**src/rtl/banco_pkg.sv**
```systemverilog
// Package for banco_de_registradores_param.
// Holds the default geometry, the default reset value and the per-port stall helper.
// Optional build macro: REGFILE_BYPASS_EN (used by the top module only).
package banco_pkg;

  localparam int unsigned DefaultDataW = 32;
  localparam int unsigned DefaultAddrW = 4;
  localparam logic [DefaultDataW-1:0] DefaultResetValue = '0;

  // A read port stalls on a registered pending bit unless the write that clears it
  // is being forwarded to this port in the same cycle.
  function automatic logic port_stall(input logic pending, input logic bypass_hit);
    return pending & ~bypass_hit;
  endfunction

endpackage

```
**src/rtl/banco_de_registradores_param_if.sv**
```systemverilog
// Decode/writeback bus of the register bank.
// master: the datapath side (drives addresses, requests, write data; samples read results).
// slave:  the register bank.
// Signals: Read_1/Read_2/Signal_read (read request), Data_to_write/Address_to_write/
// Signal_write (writeback), Reserve_addr/Signal_reserve (scoreboard reserve),
// Out_1/Out_2/Out_valid (registered read result), Read_stall (combinational refusal).
interface banco_de_registradores_param_if #(
  parameter int unsigned DATA_W = 32,
  parameter int unsigned ADDR_W = 4
);
  logic [ADDR_W-1:0] Read_1;
  logic [ADDR_W-1:0] Read_2;
  logic              Signal_read;
  logic [DATA_W-1:0] Data_to_write;
  logic [ADDR_W-1:0] Address_to_write;
  logic              Signal_write;
  logic [ADDR_W-1:0] Reserve_addr;
  logic              Signal_reserve;
  logic [DATA_W-1:0] Out_1;
  logic [DATA_W-1:0] Out_2;
  logic              Out_valid;
  logic              Read_stall;

  modport master (
    output Read_1, Read_2, Signal_read, Data_to_write, Address_to_write, Signal_write,
    output Reserve_addr, Signal_reserve,
    input  Out_1, Out_2, Out_valid, Read_stall
  );

  modport slave (
    input  Read_1, Read_2, Signal_read, Data_to_write, Address_to_write, Signal_write,
    input  Reserve_addr, Signal_reserve,
    output Out_1, Out_2, Out_valid, Read_stall
  );
endinterface

```
**src/rtl/pending_scoreboard.sv**
```systemverilog
// Pending-write scoreboard: one bit per register, set by a reserve, cleared by a write.
// Ports: clk, rst (sync, active high), reserve_en/reserve_addr, clear_en/clear_addr,
// lookup_addr_1/lookup_addr_2 -> pending_1/pending_2 (combinational, registered bits only).
// When ZERO_REG is set, register 0 can never become pending.
module pending_scoreboard #(
  parameter int unsigned ADDR_W   = 4,
  parameter bit          ZERO_REG = 1'b0
) (
  input  logic              clk,
  input  logic              rst,
  input  logic              reserve_en,
  input  logic [ADDR_W-1:0] reserve_addr,
  input  logic              clear_en,
  input  logic [ADDR_W-1:0] clear_addr,
  input  logic [ADDR_W-1:0] lookup_addr_1,
  input  logic [ADDR_W-1:0] lookup_addr_2,
  output logic              pending_1,
  output logic              pending_2
);

  localparam int unsigned Depth = 2 ** ADDR_W;

  logic [Depth-1:0] pending_q, pending_d;

  always_comb begin
    pending_d = pending_q;
    if (clear_en) pending_d[clear_addr] = 1'b0;
    // Reserve applied last: a same-cycle write lands but a new write is still outstanding.
    if (reserve_en) pending_d[reserve_addr] = 1'b1;
    if (ZERO_REG) pending_d[0] = 1'b0;
  end

  always_ff @(posedge clk) begin
    if (rst) pending_q <= '0;
    else     pending_q <= pending_d;
  end

  assign pending_1 = pending_q[lookup_addr_1] & ~(ZERO_REG && (lookup_addr_1 == '0));
  assign pending_2 = pending_q[lookup_addr_2] & ~(ZERO_REG && (lookup_addr_2 == '0));

endmodule

```
**src/rtl/banco_de_registradores_param.sv**
```systemverilog
// Parametrised register bank: 2**ADDR_W words of DATA_W bits, two registered read ports,
// one write port, and a pending-write scoreboard that stalls reads of reserved registers.
// Ports: Clock_in, Signal_reset (sync, active high), bus (slave modport of
// banco_de_registradores_param_if).
// Optional build macro: REGFILE_BYPASS_EN forwards same-cycle write data to matching
// read ports and lets such a read through the stall check.
module banco_de_registradores_param
  import banco_pkg::*;
#(
  parameter int unsigned        DATA_W      = DefaultDataW,
  parameter int unsigned        ADDR_W      = DefaultAddrW,
  parameter logic [DATA_W-1:0]  RESET_VALUE = DATA_W'(DefaultResetValue),
  parameter bit                 ZERO_REG    = 1'b0
) (
  input  logic                             Clock_in,
  input  logic                             Signal_reset,
  banco_de_registradores_param_if.slave    bus
);

  localparam int unsigned Depth = 2 ** ADDR_W;

  logic [DATA_W-1:0] mem_q [Depth];
  logic [DATA_W-1:0] out_1_q, out_2_q;
  logic              out_valid_q;

  logic pending_1, pending_2;
  logic hit_1, hit_2;
  logic stall_1, stall_2;
  logic accept;
  logic write_ok;
  logic [DATA_W-1:0] rd_1, rd_2;

  // Writes to a hardwired zero register are dropped.
  assign write_ok = bus.Signal_write & ~(ZERO_REG && (bus.Address_to_write == '0));

  pending_scoreboard #(
    .ADDR_W   (ADDR_W),
    .ZERO_REG (ZERO_REG)
  ) u_scoreboard (
    .clk           (Clock_in),
    .rst           (Signal_reset),
    .reserve_en    (bus.Signal_reserve),
    .reserve_addr  (bus.Reserve_addr),
    .clear_en      (bus.Signal_write),
    .clear_addr    (bus.Address_to_write),
    .lookup_addr_1 (bus.Read_1),
    .lookup_addr_2 (bus.Read_2),
    .pending_1     (pending_1),
    .pending_2     (pending_2)
  );

`ifdef REGFILE_BYPASS_EN
  assign hit_1 = write_ok && (bus.Address_to_write == bus.Read_1);
  assign hit_2 = write_ok && (bus.Address_to_write == bus.Read_2);
`else
  assign hit_1 = 1'b0;
  assign hit_2 = 1'b0;
`endif

  assign stall_1        = port_stall(pending_1, hit_1);
  assign stall_2        = port_stall(pending_2, hit_2);
  assign bus.Read_stall = bus.Signal_read & (stall_1 | stall_2);
  assign accept         = bus.Signal_read & ~bus.Read_stall;

  assign rd_1 = hit_1 ? bus.Data_to_write : mem_q[bus.Read_1];
  assign rd_2 = hit_2 ? bus.Data_to_write : mem_q[bus.Read_2];

  always_ff @(posedge Clock_in) begin
    if (Signal_reset) begin
      for (int unsigned i = 0; i < Depth; i++) begin
        mem_q[i] <= (ZERO_REG && (i == 0)) ? '0 : RESET_VALUE;
      end
      out_1_q     <= '0;
      out_2_q     <= '0;
      out_valid_q <= 1'b0;
    end else begin
      if (write_ok) mem_q[bus.Address_to_write] <= bus.Data_to_write;
      if (accept) begin
        out_1_q <= rd_1;
        out_2_q <= rd_2;
      end
      out_valid_q <= accept;
    end
  end

  assign bus.Out_1     = out_1_q;
  assign bus.Out_2     = out_2_q;
  assign bus.Out_valid = out_valid_q;

endmodule

```
**src/flat_wrapper.sv**
```systemverilog
// flat-port wrapper written by rule: the top's interface ports become plain ports
module banco_de_registradores_param_flat import banco_pkg::*;
#(
  parameter int unsigned        DATA_W      = DefaultDataW,
  parameter int unsigned        ADDR_W      = DefaultAddrW,
  parameter logic [DATA_W-1:0]  RESET_VALUE = DATA_W'(DefaultResetValue),
  parameter bit                 ZERO_REG    = 1'b0
)
  (Clock_in, Signal_reset, bus_Read_1, bus_Read_2, bus_Signal_read, bus_Data_to_write, bus_Address_to_write, bus_Signal_write, bus_Reserve_addr, bus_Signal_reserve, bus_Out_1, bus_Out_2, bus_Out_valid, bus_Read_stall);
  banco_de_registradores_param_if #(.DATA_W(DATA_W), .ADDR_W(ADDR_W)) bus_i ();
  input  logic Clock_in;
  input  logic Signal_reset;
  input wire logic [$bits(bus_i.Read_1)-1:0] bus_Read_1;
  input wire logic [$bits(bus_i.Read_2)-1:0] bus_Read_2;
  input wire logic [$bits(bus_i.Signal_read)-1:0] bus_Signal_read;
  input wire logic [$bits(bus_i.Data_to_write)-1:0] bus_Data_to_write;
  input wire logic [$bits(bus_i.Address_to_write)-1:0] bus_Address_to_write;
  input wire logic [$bits(bus_i.Signal_write)-1:0] bus_Signal_write;
  input wire logic [$bits(bus_i.Reserve_addr)-1:0] bus_Reserve_addr;
  input wire logic [$bits(bus_i.Signal_reserve)-1:0] bus_Signal_reserve;
  output wire logic [$bits(bus_i.Out_1)-1:0] bus_Out_1;
  output wire logic [$bits(bus_i.Out_2)-1:0] bus_Out_2;
  output wire logic [$bits(bus_i.Out_valid)-1:0] bus_Out_valid;
  output wire logic [$bits(bus_i.Read_stall)-1:0] bus_Read_stall;
  assign bus_i.Read_1 = bus_Read_1;
  assign bus_i.Read_2 = bus_Read_2;
  assign bus_i.Signal_read = bus_Signal_read;
  assign bus_i.Data_to_write = bus_Data_to_write;
  assign bus_i.Address_to_write = bus_Address_to_write;
  assign bus_i.Signal_write = bus_Signal_write;
  assign bus_i.Reserve_addr = bus_Reserve_addr;
  assign bus_i.Signal_reserve = bus_Signal_reserve;
  assign bus_Out_1 = bus_i.Out_1;
  assign bus_Out_2 = bus_i.Out_2;
  assign bus_Out_valid = bus_i.Out_valid;
  assign bus_Read_stall = bus_i.Read_stall;
  banco_de_registradores_param #(.DATA_W(DATA_W), .ADDR_W(ADDR_W), .RESET_VALUE(RESET_VALUE), .ZERO_REG(ZERO_REG)) u_core (.Clock_in(Clock_in), .Signal_reset(Signal_reset), .bus(bus_i));
endmodule
```
**config.mk**
```make
export PLATFORM = sky130hd
export DESIGN_NAME = banco_de_registradores_param_flat
export DESIGN_NICKNAME = d
export VERILOG_FILES = /design/src/rtl/banco_pkg.sv /design/src/rtl/banco_de_registradores_param_if.sv /design/src/rtl/pending_scoreboard.sv /design/src/rtl/banco_de_registradores_param.sv /design/src/flat_wrapper.sv
export SDC_FILE = /design/constraint.sdc
export NUM_CORES = 1
export LEC_CHECK = 0
export BUFFER_PORTS_ARGS = -buffer_cell sky130_fd_sc_hd__buf_2
export CAP_MARGIN = 10
export CORE_MARGIN = 2
export CORE_UTILIZATION = 30
export CTS_CLUSTER_SIZE = 30
export DETAILED_ROUTE_END_ITERATION = 8
export HOLD_SLACK_MARGIN = 0.08
export PLACE_DENSITY = 0.49
export SETUP_SLACK_MARGIN = 0.1
export SYNTH_ARGS = -nofsm -noshare
export SYNTH_HDL_FRONTEND = slang
export SYNTH_SLANG_ARGS = --single-unit
```
**constraint.sdc**
```tcl
create_clock -name Clock_in -period 2.02 [get_ports Clock_in]
set_input_delay 0.202 -clock Clock_in [delete_from_list [all_inputs] [get_ports Clock_in]]
set_output_delay 0.202 -clock Clock_in [all_outputs]
set_load 0.005 [all_outputs]
```
==> flow_summary_export.csv <==
group,metric,value,unit
pwr,peakVddDrop,0.535,mV
sta,finalCriticalPeriod,2.38,ns
sta,relSlewSlack,0.464,
drt,drt-total-wl,115000,µm
worst_setup_path,cp_max_fo,3,
synth,yosys_warnings,0,
clock_network,htree_levels,3,
layout,syn2layout_area_growth,22.1,%
placed_design,dp_hpwl,65300,µm
clock_network,clock_latency,0.62,ns
run_status,status,"complete, but fails checks",
sta,final.setup.tns,-10.88,ns
min_path,hp-start,"bus_Data_to_write[21]",
floorplanning,initial_core_util,0.303,
placed_design,io_buffers,118,
clock_network,numCtsBuffers,67,
synth,synth-edff-count,512,
clock_network,cts_root_buffer,"clkbuf_16",
clock_network,cts_tree,"built",
sta,hold_viol_final,0,
synth,async_flop_share,0,
sta,finalCritPeriodShare,1.18,
synth,synth_top_cell_by_area,"edfxtp_1",
worst_setup_path,cp-end-kind,"output port",
synth,synth_area_leaders,"edfxtp_1 (50%), mux4_2 (19%), and2_1 (10%), dfxtp_1 (5.2%), mux4_1 (5.0%)",
drt,drtAntennaViolNets,0,
clock_network,clockBufferDepth,3,
worst_setup_path,crit_end,"bus_Read_stall",
synth,syn-num-nets,2002,
drt,m1WireLength,47300,µm
layout,design_area,37800,µm²
worst_setup_path,r2r_start,"u_core.u_scoreboard.pending_q[7]$_SDFF_PP0_",
global_routing,grt_max_degree,65,
drt,drc,0,
worst_setup_path,rrSetupSlack,-0.28,ns
global_routing,grt_pass1_wl,160000,µm
sta,clock_skew,0.0197,ns
synth,synth_cells,1949,
worst_setup_path,r2r_end,"u_core.bus.Out_1[29]$_SDFFE_PP0P_",
sta,fmax,420,MHz
min_path,hold_class,"input port to flip-flop",
floorplanning,ios,119,
drt,drtIter0Drc,2339,
sta,setup-violations-final,64,
floorplanning,core_region_area,102000,µm²
synth,synth_area_per_cell,15.9,µm²
global_routing,grt_util_all_layers,0.215,
layout,antennaDiodeCount,0,
sta,rsz0062_at_grt,"true",
pwr,p_leak,13.3,nW
synth,yosysSeqAreaShare,0.549,
floorplanning,fp.dieW,325,µm
placed_design,place_area,34400,µm²
clock_network,path_clk_slew,0.06,ns
sta,setup_ws,-0.360,ns
synth,synth_top_area_frac,0.497,
synth,synth_top_flop_cell,"edfxtp_1",
layout,multi_input_comb_area,13000,µm²
drt,routed.top_layer,"met5",
placed_design,gp_congestion,0.795,
global_routing,overflow,0,
drt,avgRoutedWirePerCell,32.1,µm
drt,via_count,19900,
synth,ys_seq_elements,593,
synth,synth_area,30900,µm²
sta,worst_pin_slew,0.803,ns
pwr,powerDensity,819,nW/µm²
sta,slew_violations,0,
min_path,hold_depth,2,
global_routing,grt_pass1_vias,20500,
synth,synth_cell_types,36,
drt,wl_met3,9490,µm
layout,seq_area,17000,µm²
worst_setup_path,ff2ff_path_depth,9,
global_routing,antenna_found_initial,7,
layout,fillCellCount,9556,
worst_setup_path,crit_type,"flip-flop to output port",
worst_setup_path,required,1.82,ns
clock_network,cts_sinks,593,
layout,num-nets-final,2223,
worst_setup_path,crit_arrival,2.18,ns
flow_run,maxCapViolCount,0,
floorplanning,fp.dieArea,106000,µm²
drt,vias_per_cell,5.54,
drt,wl_met2,55600,µm
drt,firstDrtPassIters,5,
layout,drive_gt1_frac,0.343,
run_status,failed_checks,"setup timing",
worst_setup_path,crit_path_start_kind,"flip-flop",
floorplanning,die_y,325,µm
floorplanning,num_rows,117,
worst_setup_path,worstSetupStartpoint,"u_core.u_scoreboard.pending_q[7]$_SDFF_PP0_",
metrics by stage:
step            util  std cells  total power, mW  worst slack [ns]  hold WS [ns]
2_1_floorplan      -       1949             16.8             0.106         0.296
3_3_place_gp   0.337       3390             18.5            -0.374         0.459
3_5_place_dp   0.337       3390             18.6            -0.310         0.461
4_1_cts        0.366       3571             31.0            -0.389        0.0943
5_1_grt        0.370       3588             31.9            -0.431         0.102
6_report       0.370       3588             30.9            -0.360         0.133
critical path: stages, from the launching register on:
cell and delay [ns]:
dfxtp_2 0.33, mux4_2 0.46, nand3b_1 0.12, and4_4 0.25
buf_12 0.13, buf_8 0.10, a21oi_2 0.04, buf_2 0.14
kinds of logic after synthesis:
logic type,synth area share
and+or+nand+nor,0.127
buffers and inverters,0.0440
DFF,0.549
AOI/OAI and AO/OA,0.0332
muxes,0.246
cells in the mapped netlist, drive strengths merged (16+ instances only):
cell	count
inv	18
a21o	16
a21oi	65
clkbuf	119
and2	514
nor2	18
edfxtp	512
mux4	328
dfxtp	81
buf	75
o31ai	64
nand4	67
metal layers:
layer | GRT usage | vias to the layer above
li1 | - | 8163
met2 | 0.351 | 938
met1 | 0.287 | 10600
met5 | 0 | -
met3 | 0.0503 | 183
met4 | 0.0548 | 6
sequential cells by signal, indices dropped and copies added (netlist names):
signal                         count
u_core.bus.Out_1                  32
u_core.u_scoreboard.pending_q     16
u_core.bus.Out_valid               1
u_core.mem_q                     512
u_core.bus.Out_2                  32
cell usage in the layout (no fill, tap or decap), types with 5 or more instances in the layout:
cell type / count
clkinv_1: 6
bufinv_16: 5
edfxtp_1: 512
and2_1: 514
dfxtp_1: 72
clkbuf_1: 18
clkbuf_8: 11
mux4_1: 56
buf_2: 111
nor2b_1: 6
buf_12: 88
o31ai_4: 13
nand2_1: 6
dlygate4sd3_1: 40
dfxtp_2: 9
a21oi_1: 55
nand3b_1: 6
nor2_4: 12
a21o_2: 16
o31ai_1: 47
nand4_1: 67
nand3_1: 7
buf_4: 93
clkbuf_16: 74
clkinv_2: 7
o22ai_1: 11
buf_6: 14
nor2_1: 6
a21oi_2: 10
inv_1: 17
mux4_2: 269
how the worst min path moves through the flow:
stage	endpoint	slack, ns
final	u_core.mem_q[13][21]$_SDFFCE_PN0P_	0.13
after CTS	u_core.mem_q[13][21]$_SDFFCE_PN0P_	0.09
after floorplan	u_core.u_scoreboard.pending_q[14]$_SDFF_PP0_	0.30
after detailed placement	u_core.bus.Out_1[5]$_SDFFE_PP0P_	0.46
after global placement	u_core.bus.Out_2[22]$_SDFFE_PP0P_	0.46
after global routing	u_core.mem_q[15][21]$_SDFFCE_PN0P_	0.10
cell type report:
type,count,area share
flip-flops and latches,593,0.450
multi-input cells,1129,0.343
repair buffers,361,0.103
clock buffers,95,0.0501
well taps,1368,0.0453
clock inverters,24,0.00682
inverters,18,0.00179
report_power, final:
part / switching (mW) / internal (mW)
clock network: 5.16 / 7.17
registers: 0.454 / 14.1
logic: 2.11 / 1.98
timing repair:
action	4_1_cts	5_1_grt
buffers inserted	19	11
hold buffers	40	0
setup endpoints to repair	64	93
gates cloned	3	7
endpoints found under the hold margin	456	0
pin swaps	15	34
gates resized for setup	47	43
Power figures use the tool's default switching activity.
